<file path="src/rtl/mux_4_1_8_bit_arbiter_v.sv">
// Round-robin 4-requester arbiter driving an 8-bit 4:1 mux; registered outputs, one IDLE cycle per arbitration.
// Optional per-grant beat limit compiled with macro RR_ARB_BURST_LIMIT_EN (BURST_MAX beats, legal 1..15).
module mux_4_1_8_bit_arbiter_v #(
  parameter int BURST_MAX = 4
) (
  input  logic       i_clk,
  input  logic       i_rst,
  input  logic [3:0] i_req,
  input  logic [3:0] i_last,
  input  logic [7:0] i_code_0,
  input  logic [7:0] i_code_1,
  input  logic [7:0] i_code_2,
  input  logic [7:0] i_code_3,
  output logic [3:0] o_gnt,
  output logic [1:0] o_sel_code,
  output logic       o_en,
  output logic [7:0] o_code,
  output logic       o_valid
);

  typedef enum logic {IDLE = 1'b0, GRANT = 1'b1} state_t;

  if (BURST_MAX < 1 || BURST_MAX > 15) begin : g_bad_burst_max
    $error("BURST_MAX must be in 1..15");
  end

  state_t     state, state_nxt;
  logic [1:0] ptr, ptr_nxt;
  logic [3:0] gnt_nxt;
  logic [1:0] sel_nxt;
  logic       en_nxt;
  logic [7:0] code_nxt;
  logic       valid_nxt;
  logic [1:0] winner;
  logic [1:0] idx;
  logic       found;
  logic [7:0] code_g;
  logic       xfer;
  logic       release_g;
`ifdef RR_ARB_BURST_LIMIT_EN
  logic [3:0] beat_cnt, beat_cnt_nxt;
`endif

  // Search starts just past the last granted index so every requester gets a turn.
  always_comb begin
    winner = ptr;
    found  = 1'b0;
    idx    = 2'd0;
    for (int i = 1; i <= 4; i++) begin
      idx = ptr + 2'(i);
      if (!found && i_req[idx]) begin
        winner = idx;
        found  = 1'b1;
      end
    end
  end

  always_comb begin
    case (o_sel_code)
      2'd0:    code_g = i_code_0;
      2'd1:    code_g = i_code_1;
      2'd2:    code_g = i_code_2;
      default: code_g = i_code_3;
    endcase
  end

  always_comb begin
    state_nxt = state;
    ptr_nxt   = ptr;
    gnt_nxt   = o_gnt;
    sel_nxt   = o_sel_code;
    en_nxt    = o_en;
    code_nxt  = 8'h00;
    valid_nxt = 1'b0;
    xfer      = 1'b0;
    release_g = 1'b0;
`ifdef RR_ARB_BURST_LIMIT_EN
    beat_cnt_nxt = beat_cnt;
`endif
    case (state)
      IDLE: begin
        if (|i_req) begin
          state_nxt = GRANT;
          gnt_nxt   = 4'b0001 << winner;
          sel_nxt   = winner;
          en_nxt    = 1'b1;
        end
      end
      GRANT: begin
        xfer      = i_req[o_sel_code];
        release_g = !xfer || i_last[o_sel_code];
        if (xfer) begin
          code_nxt  = code_g;
          valid_nxt = 1'b1;
        end
`ifdef RR_ARB_BURST_LIMIT_EN
        if (xfer) begin
          beat_cnt_nxt = beat_cnt + 4'd1;
          if (beat_cnt + 4'd1 == 4'(BURST_MAX)) release_g = 1'b1;
        end
`endif
        if (release_g) begin
          state_nxt = IDLE;
          gnt_nxt   = 4'b0000;
          en_nxt    = 1'b0;
          ptr_nxt   = o_sel_code;
`ifdef RR_ARB_BURST_LIMIT_EN
          beat_cnt_nxt = 4'd0;
`endif
        end
      end
      default: state_nxt = IDLE;
    endcase
  end

  // ptr resets to 3 so requester 0 is searched first after reset.
  always_ff @(posedge i_clk or posedge i_rst) begin
    if (i_rst) begin
      state      <= IDLE;
      ptr        <= 2'd3;
      o_gnt      <= 4'b0000;
      o_sel_code <= 2'd0;
      o_en       <= 1'b0;
      o_code     <= 8'h00;
      o_valid    <= 1'b0;
`ifdef RR_ARB_BURST_LIMIT_EN
      beat_cnt   <= 4'd0;
`endif
    end else begin
      state      <= state_nxt;
      ptr        <= ptr_nxt;
      o_gnt      <= gnt_nxt;
      o_sel_code <= sel_nxt;
      o_en       <= en_nxt;
      o_code     <= code_nxt;
      o_valid    <= valid_nxt;
`ifdef RR_ARB_BURST_LIMIT_EN
      beat_cnt   <= beat_cnt_nxt;
`endif
    end
  end

endmodule
</file>
<file path="config.mk">
export PLATFORM = sky130hd
export DESIGN_NAME = mux_4_1_8_bit_arbiter_v
export DESIGN_NICKNAME = d
export VERILOG_FILES = /design/src/rtl/mux_4_1_8_bit_arbiter_v.sv
export SDC_FILE = /design/constraint.sdc
export NUM_CORES = 1
export LEC_CHECK = 0
export CAP_MARGIN = 25
export CORE_MARGIN = 2
export CORE_UTILIZATION = 50
export CTS_BUF_LIST = sky130_fd_sc_hd__clkbuf_8
export CTS_CLUSTER_SIZE = 20
export DETAILED_ROUTE_END_ITERATION = 10
export DONT_BUFFER_PORTS = 1
export GPL_ROUTABILITY_DRIVEN = 0
export GPL_TIMING_DRIVEN = 0
export SETUP_SLACK_MARGIN = 0.2
export SYNTH_ARGS = -nofsm -noshare
export SYNTH_HDL_FRONTEND = slang
export SYNTH_SLANG_ARGS = --single-unit
</file>
<file path="constraint.sdc">
create_clock -name i_clk -period 2.5 [get_ports i_clk]
set_input_delay 0.625 -clock i_clk [delete_from_list [all_inputs] [get_ports i_clk]]
set_output_delay 0.625 -clock i_clk [all_outputs]
set_load 0.01 [all_outputs]
</file>
=== Word level (Yosys, flattened, before mapping) ===
Index checks and enable logic that the tools add are counted.

* Memory bits (writable): 0
* Latch bits: 0
* ROM bits: 0
* Register bits: 19
* Word-level logic and storage cells: 67
* Memories kept: 0
* Input port bits: 42

* Add/sub/neg operators: 3
* Bitwise gates (word level): 1
* Equality and inequality tests: 4
* Mux-type cells: 33
* Reductions and logical operators: 13
* Shift operators: 1
* Magnitude comparators: 5
* Multiply operators: 0
* Div/mod/pow operators: 0

{| class="wikitable"
|+ Operators with widths
! cell !! number
|-
| $pmux 8 s3 || 1
|-
| $mux 8 || 2
|-
| $lt 2x3->1 const B || 5
|-
| $mux 1 || 15
|-
| $bmux 1 s2 || 6
|-
| $mux 2 || 4
|-
| $mux 4 || 2
|-
| $pmux 4 s2 || 1
|-
| $reduce_and 2->1 || 3
|-
| $add 2x2->2 const B || 2
|-
| $logic_not 1->1 || 4
|-
| $pmux 1 s2 || 2
|-
| $reduce_or 4->1 || 1
|-
| $shl 1x2->4 const A || 1
|-
| $logic_and 1x1->1 || 3
|-
| $add 2x1->2 const B || 1
|-
| $eq 2x1->1 const B || 1
|-
| $eq 2x2->1 const B || 1
|-
| $logic_not 2->1 || 1
|-
| $ne 2x1->1 const B || 1
|-
| $ne 2x2->1 const B || 1
|-
| $logic_or 1x1->1 || 1
|-
| $not 1->1 || 1
|}

=== Longest topological paths before layout ===
Gate-level depths: netlist (run 1).

* Depth in word-level cells: 16
* Gate-level depth with buffers: 5
* Depth with buffers taken out: 4

=== Worst setup path after synthesis (run 1) ===
No wires, ideal clock.

* Path type: in2reg
* Start point: input port i_req[3]
* End point: register ptr[1]
* Data required time: 2.418 ns
* Arrival time: 1.689 ns
* Slack: 0.729 ns
* Setup time: 0.082 ns
* Stages: 4
* Cells stage by stage: mux4_2 -> inv_2 -> o21a_2 -> mux2_4

* Word-level cells in the longest chain between the ends: 5

{| class="wikitable"
|+ RTL lines
! what !! line !! text
|-
| start, declared || 8 || <nowiki>input logic [3:0] i_req,</nowiki>
|-
| $bmux 1 s2 || 90 || <nowiki>xfer = i_req[o_sel_code];</nowiki>
|-
| $mux 1 (implied by the code) || 90 ||
|-
| $logic_not 1->1 || 91 || <nowiki>release_g = !xfer || i_last[o_sel_code];</nowiki>
|-
| $logic_or 1x1->1 || 91 ||
|-
| $reduce_and 2->1 (no line) || n/a ||
|-
| end signal, assigned || 131 || <nowiki>ptr <= ptr_nxt;</nowiki>
|-
| end, declared || 28 || <nowiki>logic [1:0] ptr, ptr_nxt;</nowiki>
|}

No other way between the ends. The select of a mux whose other input is x is not followed.
A chain may end at the register's enable or synchronous reset.

=== Worst setup path in the final report (run 1) ===
* Start point: register o_sel_code[0]
* End point: register ptr[1]

* Word-level cells in the longest chain between the ends: 5
* Elaborated cells on any way between the ends: 7
* Classes of those cells: 4 x mux; 3 x reduce/logical

{| class="wikitable"
|+ RTL lines
! what !! line !! text
|-
| start, declared || 15 || <nowiki>output logic [1:0] o_sel_code,</nowiki>
|-
| start signal, assigned || 133 || <nowiki>o_sel_code <= sel_nxt;</nowiki>
|-
| $bmux 1 s2 || 90 ||
|-
| $mux 1 (implied by the code) || 90 ||
|-
| $logic_not 1->1 || 91 ||
|-
| $logic_or 1x1->1 * || 91 ||
|-
| $reduce_and 2->1 (no line) * || n/a ||
|}

Mark *: on every way between the ends. The rest lies on a longest branch, timed or not. The select of a mux whose other input is x is not followed.

==> reports/qor.csv, run 1 <==
stage,metric,value,unit
floorplanning,die width,48.9,um
clock_tree,Worst-path clk slew,0.07,ns
worst_setup_path,crit-path cells,"mux4_2, inv_2, o21a_2, mux2_4",
run_status,run status,"finished, final reports clean",
worst_setup_path,Worst EP arrival,1.98,ns
worst_setup_path,critical path's slowest cell,mux4_2,
route,Iter 0 DRT Violations,9,
clock_tree,CTS tree,yes,
synth,Yosys Warn Count,0,
finish,most frequent cells in the layout,"dfrtp_1 (17), mux4_2 (10), and3_1 (8)",
synth,syn_nets,122,
grt,first-pass GRT wire length,3180,um
floorplanning,die area,2400,um2
clock_tree,clock sinks,19,
worst_setup_path,reg2reg path depth,4,
worst_setup_path,Worst Setup SP,o_sel_code[0],
finish,"commonest non-fill, non-tap cell in the layout",dfrtp_1,
finish,Final nets,127,
worst_setup_path,CP Max Fanout,10,
finish,layout filler cell count,178,
synth,post-synth cell types,27,
clock_tree,"Setup Fix Bufs, Post-CTS",0,
floorplanning,Site Rows,16,
grt,vias in the first global route,639,
timing,final number of max-transition violations,0,
finish,Finished Layout Cells,111,
route,Pre-antenna DRT Iters,4,
power,Peak VDD IR,0.662,mV
power,PwrDens,1320,nW/um2
timing,setup TNS,0,ns
timing,relative slew slack,0.536,
timing,Final Hold Fails,0,
power,Pleak,0.488,nW
worst_setup_path,Worst Path Buf+Inv,1,
worst_setup_path,worst flop-to-flop path startpoint,o_sel_code[0],
timing,f_max,559,MHz
timing,setup ws final,0.710,ns
floorplanning,core footprint,1940,um2
placed_design,post-DP HPWL,1550,um
grt,GRT Residual Overflow,0,
floorplanning,Die Y,48.9,um
timing,RSZ-0062 raised after global routing,no,
timing,Final Skew,0.00304,ns
synth,mapped cell area,1010,um2
finish,layout cells sized above 1,0.250,
synth,Mapped Avg Cell Area,12.6,um2
finish,final instance area,1090,um2
finish,synthesis-to-finish area growth,7.93,%
placed_design,PortBufs,0,
route,DRC,0,
worst_setup_path,RR Endpoint,ptr[1],
timing,final setup fails,0,
route,Vias,663,
grt,global-route total usage across every layer,0.180,
timing,Final min period,1.79,ns
clock_tree,post-cts repair resize count,0,
synth,leading area contributor after synthesis,dfrtp_1,
placed_design,# placed instances,107,
flow_run,max-cap violation count,0,
floorplanning,Starting Density,0.520,
finish,Ant. Diodes,0,
floorplanning,io pins,58,
synth,#FFs+latches synth,19,
worst_setup_path,"Req. time, crit path",2.69,ns
synth,Mapped Cells,80,
power,Final Total Pwr,1.43,mW
clock_tree,cts hold-fix bufs,0,
route,drt total wl,2000,um
clock_tree,clock tree buffer depth,2,
hold_path,Hold Crit Class,input port to async pin,
timing,actual slew at the worst max-slew pin,0.695,ns
route,Routed WL per cell,18.0,um
placed_design,"Cell Area, Placed",1040,um2
synth,"Seq/Total Area, Yosys",0.473,
worst_setup_path,Max stage delay on crit path,0.66,ns
worst_setup_path,crit path capture type,register,
route,number of vias per cell,5.97,
worst_setup_path,crit path kind,register to register,
worst_setup_path,Worst setup SP type,register,
placed_design,pre-CTS setup slack,0.633,ns
grt,antenna violations before repair,0,
clock_tree,# H-tree levels,1,
route,DRT antenna net count,0,
clock_tree,Clk Tree Root Cell,clkbuf_8,
grt,largest net degree at the start of global routing,20,
finish,"Core Util, Final",0.561,
clock_tree,Num CTS Buffers,3,
synth,top cells by area in the synthesized netlist,"dfrtp_1 (42%), mux4_2 (22%), dfstp_2 (5.2%)",
worst_setup_path,"CP delay by family, top",multiplexers,
timing,fin crit share,0.716,
timing,Min Hold Slack,0.362,ns
clock_tree,clock latency on the worst-skew pair,0.25,ns
worst_setup_path,slack of the worst reg-to-reg path,0.71,ns
synth,Yosys top cell area share,0.421,
-- cells in the mapped netlist (all sizes together) --
cell	number
dfrtp	17
mux4	10
and3	8
inv	5
nor2	5
o21ai	5
nand2	4
clkbuf	3
mux2	3
a21oi	2
a32o	2
and2	2
dfstp	2
nand2b	2
o21a	2
o32ai	2
a21o	1
a221o	1
buf	1
nor2b	1
nor4	1
or2	1
-- cells by family (layout without fill, tap and decap cells) --
logic type / after synthesis / in the layout / share of synthesized area
flops: 19 / 19 / 0.473
compound gates: 15 / 15 / 0.105
simple gates: 24 / 24 / 0.126
mux: 13 / 13 / 0.260
buf+inv: 9 / 13 / 0.0347
-- worst max-delay path by stage --
stage	slack [ns]	end	cells after the start
global placement	0.64	ptr[1]	4
detailed placement	0.63	ptr[1]	4
global route	0.63	ptr[1]	4
finish	0.71	ptr[1]	4
floorplan	0.73	ptr[1]	4
CTS	0.70	ptr[1]	4
-- state kept, by name (all words and copies together) (netlist names) --
signal	flops
state	1
o_gnt	4
o_valid	1
o_code	8
o_sel_code	2
ptr	2
o_en	1
-- where the power goes --
part	switching, mW	leakage, nW	internal [mW]
combinational	0.286	0.221	0.318
clock	0.0987	0.0255	0.111
sequential	0.157	0.242	0.463
total	0.542	0.488	0.892
-- layer usage --
metal  up-vias  GRT usage  share of wire
met5         -          0              0
met4         0     0.0571         0.0075
met3         3     0.0491          0.082
met2        37      0.276           0.47
met1       314      0.249           0.44
li1        309          -              -
-- cell type report --
type                    count  area (um2)  area share
clock buffers               3        41.3      0.0379
multi-input cells          52         497       0.456
plain buffers               4        16.3      0.0149
clock inverters             1        5.00     0.00459
flip-flops and latches     19         478       0.439
inverters                   5        18.8      0.0172
well taps                  27        33.8      0.0310
Power figures use the tool's default switching activity.
==> run 2, diff against run 1 <==
- clock period: 2.5 -> 1.81 ns (I/O delays scaled with it)
==> run 2 against run 1 <==
Effect of this change:
- global-route usage is 1.5 points higher
- maximum frequency grew 9.4%
- clock skew about the same
- critical endpoint unchanged
- largest power group is now combinational cells
- highest routed layer unchanged
==> reports/qor.csv, run 2 (synthesized netlist as in run 1, its figures left out) <==
stage,metric,value,unit,change
run_status,run status,"finished, final reports clean",,
timing,Final Hold Fails,0,,unchanged
power,Peak VDD IR,1.03,mV,+55%
grt,global-route total usage across every layer,0.195,,+0.0155
timing,relative slew slack,0.513,,-0.0231
hold_path,Hold Crit Class,input port to async pin,,
flow_run,max-cap violation count,0,,unchanged
worst_setup_path,crit path capture type,register,,
power,PwrDens,1840,nW/um2,+40%
floorplanning,die area,2400,um2,unchanged
placed_design,post-DP HPWL,1620,um,+4.3%
route,DRC,0,,unchanged
grt,antenna violations before repair,0,,unchanged
power,Pleak,0.500,nW,+2.3%
finish,top flop regs,"o_code (8), o_gnt (4)",,
grt,first-pass GRT wire length,3480,um,+9.6%
timing,Final min period,1.64,ns,-0.153 ns
clock_tree,# H-tree levels,1,,unchanged
finish,max FFs per register,8,,unchanged
finish,synthesis-to-finish area growth,10.0,%,
timing,actual slew at the worst max-slew pin,0.729,ns,+0.0347 ns
route,Vias,701,,+5.7%
worst_setup_path,Worst EP arrival,1.82,ns,-0.16 ns
grt,vias in the first global route,724,,+13%
timing,fin crit share,0.904,,+0.188
floorplanning,core footprint,1940,um2,unchanged
worst_setup_path,slack of the worst reg-to-reg path,0.17,ns,-0.54 ns
route,Routed WL per cell,18.9,um,+4.9%
route,Iter 0 DRT Violations,9,,unchanged
placed_design,PortBufs,0,,unchanged
floorplanning,die width,48.9,um,unchanged
route,drt total wl,2120,um,+5.8%
worst_setup_path,worst flop-to-flop path startpoint,o_sel_code[0],,
timing,Final Skew,0.00314,ns,+0.0000974 ns
worst_setup_path,reg2reg path depth,3,,-1
timing,setup TNS,0,ns,unchanged
floorplanning,Starting Density,0.520,,unchanged
worst_setup_path,crit path kind,register to register,,
route,DRT antenna net count,0,,unchanged
finish,Final nets,128,,+0.79%
finish,layout cells sized above 1,0.282,,+0.0324
finish,Ant. Diodes,0,,unchanged
timing,setup ws final,0.173,ns,-0.537 ns
worst_setup_path,Worst setup SP type,register,,
grt,GRT Residual Overflow,0,,unchanged
clock_tree,Worst-path clk slew,0.07,ns,about the same
route,number of vias per cell,6.26,,+4.8%
timing,RSZ-0062 raised after global routing,yes,,
timing,f_max,611,MHz,+9.4%
finish,"Most flops, register",o_code,,
clock_tree,clock latency on the worst-skew pair,0.25,ns,about the same
floorplanning,io pins,58,,unchanged
finish,most frequent cells in the layout,"dfrtp_1 (16), mux4_2 (10), and3_1 (8)",,
clock_tree,Num CTS Buffers,3,,unchanged
worst_setup_path,"Req. time, crit path",1.99,ns,-0.70 ns
timing,final number of max-transition violations,0,,unchanged
worst_setup_path,RR Endpoint,ptr[1],,
clock_tree,Clk Tree Root Cell,clkbuf_8,,
worst_setup_path,CP Max Fanout,5,,-5
route,Pre-antenna DRT Iters,4,,unchanged
placed_design,pre-CTS setup slack,0.0636,ns,-0.570 ns
grt,largest net degree at the start of global routing,20,,unchanged
floorplanning,Die Y,48.9,um,unchanged
clock_tree,clock tree buffer depth,2,,unchanged
timing,final setup fails,0,,unchanged
clock_tree,clock sinks,19,,unchanged
floorplanning,Site Rows,16,,unchanged
finish,"commonest non-fill, non-tap cell in the layout",dfrtp_1,,
finish,layout filler cell count,167,,-6.2%
clock_tree,CTS tree,yes,,
==> run 2: cell types whose count changed in the layout (fill, tap and decap cells not counted), sizes merged <==
cell | previous run | this run
inv | 5 | 6
clkinv | 1 | 0
clkbuf | 6 | 7
==> run 2: report_power, final <==
group	total, mW	leakage, nW	switching, mW	internal (mW)
clock network	0.281	0.0269	0.130	0.150
registers	0.875	0.241	0.232	0.643
logic	0.885	0.232	0.407	0.477
==> run 2: stage by stage <==
step	hold WS [ns]	std cells	instance area [um2]	util	power [mW]
floorplan	0.402	80	1010	-	1.54
global placement	0.492	107	1040	0.538	1.69
detailed placement	0.510	107	1040	0.538	1.72
CTS	0.235	112	1110	0.571	2.05
global route	0.290	112	1110	0.572	2.17
finish	0.209	112	1110	0.572	2.04
==> run 2: cell type report <==
cell class                 instances  area (um2)  share of cell area
buffer                             4        20.0              0.0180
clock buffer                       3        41.3              0.0372
clock inverter                     1        3.75             0.00338
inverter                           5        18.8              0.0169
multi-input combinational         52         507               0.456
sequential                        19         479               0.431
tap                               27        33.8              0.0304
timing repair buffer               1        7.51             0.00676
==> run 2: worst max-delay path, stage by stage (launching register included) <==
cell	delay, ns
dfrtp_2	0.45
mux4_2	0.57
o21a_4	0.26
mux2_4	0.29
==> run 2: what timing repair did <==
item | in CTS | in global routing
pin swaps | 0 | 1
gates resized for setup | 3 | 1
buffers inserted | 1 | 0
setup endpoints to repair | 12 | 10
hold buffers | 0 | 0
==> run 2: metal layers <==
metal | part of all wire | vias to the layer above | global-route usage
li1 | - | 310 | -
met1 | 0.41 | 348 | 0.261
met2 | 0.50 | 39 | 0.311
met3 | 0.080 | 4 | 0.0552
met4 | 0.011 | 0 | 0.0619
met5 | 0 | - | 0
==> run 2: how the worst max path moves through the flow <==
| stage | from | end | slack [ns] | depth (start not counted) |
|---|---|---|---|---|
| finish | o_sel_code[0] | ptr[1] | 0.17 | 3 |
| global route | o_sel_code[0] | ptr[1] | 0.12 | 4 |
| CTS | o_sel_code[0] | o_code[1] | 0.17 | 3 |
| detailed placement | o_sel_code[0] | ptr[1] | 0.06 | 4 |
| global placement | o_sel_code[0] | ptr[1] | 0.09 | 4 |
| floorplan | o_sel_code[0] | ptr[1] | 0.20 | 4 |
==> run 3, diff against run 2 <==
- RECOVER_POWER: not set -> 50
==> results of run 3 <==
Final layout, timing and power as in run 2 (identical DEF).
==> edit 1, RTL diff (flow settings as in run 2) <==
Make the reset (`i_rst`) synchronous in one clocked block.
--- a/src/rtl/mux_4_1_8_bit_arbiter_v.sv
+++ b/src/rtl/mux_4_1_8_bit_arbiter_v.sv
@@ -114,7 +114,7 @@
   end
 
   // ptr resets to 3 so requester 0 is searched first after reset.
-  always_ff @(posedge i_clk or posedge i_rst) begin
+  always_ff @(posedge i_clk) begin
     if (i_rst) begin
       state      <= IDLE;
       ptr        <= 2'd3;
Check against the original RTL: differs if i_rst is asserted again (counterexample within 4 cycles, from zero or initial values and one cycle with i_rst high); with i_rst held inactive, the same outputs for 10 cycles.
==> edit 1 against run 2 <==
- worst setup slack gained 0.094 ns
- wire length down 6.3%
- largest cell class unchanged
- non-clock buffer count unchanged
- count of clock-buffer cells in the layout stayed put
- highest routed layer is now met3
- global-route usage decreased by 1.8 points
- sequential cell count unchanged
- cell area down 4.1%
- synthesized cell count grew 11%
- area after synthesis shrank 2.9%
- utilization shrank 1.2 points
Power is not compared: it rests on default switching activity, and its combinational part moved more than twofold at a synthesized area within 25%.
==> edit 1: results (changes against run 2) <==
* DRT iter0 DRCs at 4 (was 9)
* Asr flop ratio synth at 0 (was 1.00)
* Non-Filler Instances at 120 (was 112)
* Antenna cells at 0 (unchanged)
* Worst Skew at 0.00680 ns (was 0.00314 ns)
* Via density at 5.96 (was 6.26)
* DR pass1 iterations at 2 (was 4)
* First-pass GRT wire length at 2.88 mm (was 3.48 mm)
* Fillers at 175 (was 167)
* HP Class: in2reg (was in2async)
* Top flop regs: o_code x8, o_gnt x4 (unchanged)
* Critical path fanouts, max at 8 (was 5)
* Port Buffers at 0 (unchanged)
* Clk buf depth at 2 (unchanged)
* Sequential share of the synthesized area at 0.388 (was 0.473)
* Root buf cell: clkbuf_8 (unchanged)
* Largest net degree at the start of global routing at 12 (was 20)
* VDD IR-drop max at 0.548 mV
* Final net count at 136 (was 128)
* LEAKAGE at between 0.3 and 0.4 nW
* Initial antenna violation count at 0 (unchanged)
* Status: completed (unchanged)
* Share of cells above drive strength 1 at 0.226 (was 0.282)
* Gr usage total at 0.177 (was 0.195)
* Avg WL per Cell at 16.5 um (was 18.9 um)
* Post-DP HPWL at 1.56 mm (was 1.62 mm)
* Synth cell count leaders: 19 x dfxtp_1, 10 x mux4_2, 9 x nor2_1 (was 17 x dfrtp_1, 10 x mux4_2, 8 x and3_1)
* Vias in the first global route at 660 (was 724)
* Worst-skew pair later-pin latency at 0.25 ns (about the same)
* Top post-synthesis cells by area: dfxtp_1 39%, mux4_2 23%, nor2b_1 5.1%, nand3b_1 3.8%, o32ai_1 3.6% (was dfrtp_1 42%, mux4_2 22%, dfstp_2 5.2%, and3_1 5.0%, a32o_1 2.0%)
* Clock buffer count from CTS at 3 (unchanged)
* H-Tree Depth at 1 (unchanged)
* Clock transition at path regs at 0.07 ns (about the same)
* Syn. warnings at 0 (unchanged)
* Crit path DAT at 1.69 ns (was 1.82 ns)
* Synth cell types at 25 (was 27)
* Post-synthesis area per instance at 11.0 sq um (was 12.6 sq um)
* Syn nets at 131 (was 122)
* Hold path depth at 2
* Worst Reg-to-Reg Cells at 5 (was 3)
* Worst slew pin tran at 0.532 ns (was 0.729 ns)
## edit 1: cell types whose count changed in the layout (fill, tap and decap cells not counted), moves of 3 or more
cell / delta
and3_1: -8
dfrtp_1: -16
dfxtp_1: +17
inv_1: -3
mux2i_1: +3
nand3b_1: +5
nor2_1: +4
nor2b_1: +7
o21ai_0: -4
or3_1: +3
## edit 1: repair_timing
| action | 4_1_cts | 5_1_grt |
|---|---|---|
| hold buffers | 0 | 0 |
| buffers inserted | 0 | 0 |
| endpoints found under the setup margin | 14 | 8 |
| gates resized for setup | 2 | 1 |
## edit 1: routing by layer
metal	vias to the layer above	GRT usage	share of wire
met2	27	0.287	0.55
met1	347	0.236	0.39
li1	341	-	-
met5	-	0	0
met4	0	0.0486	0
met3	0	0.0407	0.062
## edit 1: area by class of cell
type,instances,share of cell area
tap,27,0.0317
clock inverter,1,0.00469
sequential,19,0.362
buffer,5,0.0270
inverter,2,0.00704
multi-input combinational,63,0.529
clock buffer,3,0.0387
## edit 1: logic make-up after synthesis
kind of cell / after synthesis / share of synthesized area
mux: 13 / 0.260
buf+inv: 7 / 0.0370
flops: 19 / 0.388
simple gates: 41 / 0.247
compound gates: 9 / 0.0676
## edit 1: worst paths after layout
path	startpoint	to	slack, ns
min reg2reg	o_gnt[2]	o_gnt[2]	0.55
min	i_rst	o_gnt[2]	0.39
max	o_sel_code[0]	ptr[1]	0.27
max reg2reg	o_sel_code[0]	ptr[1]	0.27
## edit 1: metrics by stage
stage | cell area (sq um) | worst slack [ns]
4_1_cts | 1060 | 0.224
6_report | 1070 | 0.267
3_5_place_dp | 1010 | 0.152
5_1_grt | 1070 | 0.205
2_1_floorplan | 981 | 0.259
3_3_place_gp | 1010 | 0.170
## edit 1: where the power goes
part	internal [mW]	leakage, nW	switching, mW	total (mW)
logic	0.139	0.207	0.111	0.250
registers	0.461	0.157	0.0443	0.505
clock network	0.153	0.0255	0.139	0.292
## edit 1: critical path, cell delays in order, from the launching register on
cell and delay, ns:
dfxtp_4 0.38, mux4_2 0.49, nand2b_1 0.15, and2_1 0.16, buf_6 0.14, mux2i_1 0.11
==> edit 2, RTL diff (settings of run 2) <==
Made on the original files. The option `RR_ARB_BURST_LIMIT_EN` is turned on by a define.
--- a/src/rtl/mux_4_1_8_bit_arbiter_v.sv
+++ b/src/rtl/mux_4_1_8_bit_arbiter_v.sv
@@ -1,5 +1,7 @@
 // Round-robin 4-requester arbiter driving an 8-bit 4:1 mux; registered outputs, one IDLE cycle per arbitration.
 // Optional per-grant beat limit compiled with macro RR_ARB_BURST_LIMIT_EN (BURST_MAX beats, legal 1..15).
+`define RR_ARB_BURST_LIMIT_EN
+
 module mux_4_1_8_bit_arbiter_v #(
   parameter int BURST_MAX = 4
 ) (
Behaviour: not the same (Yosys sat finds a counterexample within 10 cycles, from zero or initial values and one cycle with i_rst high).
==> edit 2 against run 2 <==
- first-iteration DRC count grew 44%
- global-route usage is 2.5 points higher
- sequential cell count is 4 higher
- area after synthesis grew 24%
- total power is 26% higher
- cell area is 37% higher
- worst setup slack got worse by 0.11 ns
- wire length rose by 32%
- clock power grew 10%
- count of clock-buffer cells in the layout unchanged
==> edit 2: results (changes against run 2) <==
* Fin util at 0.630 (was 0.572)
* Non-clk buf share at 0.0627 (was 0.0248)
* Placed cells at 131 (was 107)
* Pre-CTS setup slack at 0.0250 ns (was 0.0636 ns)
* Sequential Power at 949 uW (was 875 uW)
* Final net count at 158 (was 128)
* Vias in the first global route at 902 (was 724)
* Sequential share of the synthesized area at 0.463 (was 0.473)
* Share of cell area taken by multi-input logic gates at 0.486 (was 0.456)
* Worst slew pin tran at 0.850 ns (was 0.729 ns)
* Yosys reg bits at 23 (was 19)
* Largest net degree at the start of global routing at 24 (was 20)
* First-pass GRT wire length at 4.33 mm (was 3.48 mm)
* M1 WL at 1.05 mm (was 874 um)
* Gr usage total at 0.220 (was 0.195)
* Top flop regs: o_code x8, beat_cnt x4, o_gnt x4 (was o_code x8, o_gnt x4)
* Avg WL per Cell at 19.5 um (was 18.9 um)
* Power per cell area at 1700 mW/mm^2 (was 1840 mW/mm^2)
* Status: completed (unchanged)
* Asr flop ratio synth at 1.00 (unchanged)
* Synth cell count leaders: 21 x dfrtp_1, 10 x mux4_2, 9 x and3_1 (was 17 x dfrtp_1, 10 x mux4_2, 8 x and3_1)
* Crit path DAT at 1.94 ns (was 1.82 ns)
* LEAKAGE at 0.681 nW (was 0.500 nW)
* Buffers excl. clock at 12 (was 5)
* Worst Skew at 0.00177 ns (was 0.00314 ns)
* Non-Filler Instances at 143 (was 112)
* Non-Clock Inverter Count at 6 (was 5)
* Synth cell types at 32 (was 27)
* Clock-cell share at 0.0297 (was 0.0405)
* Metal3 WL at 181 um (was 169 um)
* Root buf cell: clkbuf_8 (unchanged)
* Critical path fanouts, max at 4 (was 5)
* Share of cells above drive strength 1 at 0.416 (was 0.282)
* Clock network power at 310 uW (was 281 uW)
* Via density at 6.28 (was 6.26)
* VDD IR-drop max at 1.03 mV (about the same)
* Mux contribution to synthesized area at 0.213 (was 0.260)
* Synth Area in Compound Gates at 0.128 (was 0.105)
* Top post-synthesis cells by area: dfrtp_1 42%, mux4_2 18%, and3_1 4.5%, dfstp_2 4.2%, nand2b_1 2.5% (was dfrtp_1 42%, mux4_2 22%, dfstp_2 5.2%, and3_1 5.0%, a32o_1 2.0%)
* Syn nets at 145 (was 122)
* Count of multi-input gates at 68 (was 52)
* Adder-Cell Fraction of Synth Area at 0.0201 (was 0)
* WL met2 at 1.48 mm (was 1.05 mm)
* DRT iter0 DRCs at 13 (was 9)
* Placed Area at 0.00129 sq mm (was 0.00104 sq mm)
* Psw at 987 uW (was 770 uW)
* Slowest stage delay, CP at 0.55 ns (was 0.57 ns)
* Mapped Cells at 101 (was 80)
* Fillers at 190 (was 167)
* Pwr Total at 2.58 mW (was 2.04 mW)
* Register share of the cell area at 0.382 (was 0.431)
* Endpoints failing hold at 0 (unchanged)
[edit 2: changes by cell type in the layout (fill, tap and decap cells not counted), sizes merged, moves of 3 or more]
cell	run 2	this run
buf	1	9
nor2	5	2
nand2b	2	6
dfrtp	17	21
nand2	4	8
[edit 2: path summary, 6_finish.rpt]
check	from	endpoint	slack [ns]	cells after the start
hold reg to reg	o_en	o_en	0.58	2
min in group i_clk	i_req[3]	state	0.55	3
max in group asynchronous	i_rst	o_sel_code[0]	0.98	1
setup reg to reg	o_sel_code[0]	ptr[1]	0.06	4
hold / removal	i_rst	beat_cnt[3]	0.25	1
setup / recovery	o_sel_code[0]	ptr[1]	0.06	4
[edit 2: metal layers]
layer,GRT usage,up-vias
met1,0.270,448
li1,-,406
met4,0.115,0
met2,0.352,36
met3,0.0639,8
met5,0,-
[edit 2: what timing repair did]
action,CTS,global route
endpoints found under the setup margin,14,22
endpoints found under the hold margin,0,0
gates resized for setup,11,13
pin swaps,4,4
buffers inserted,5,3
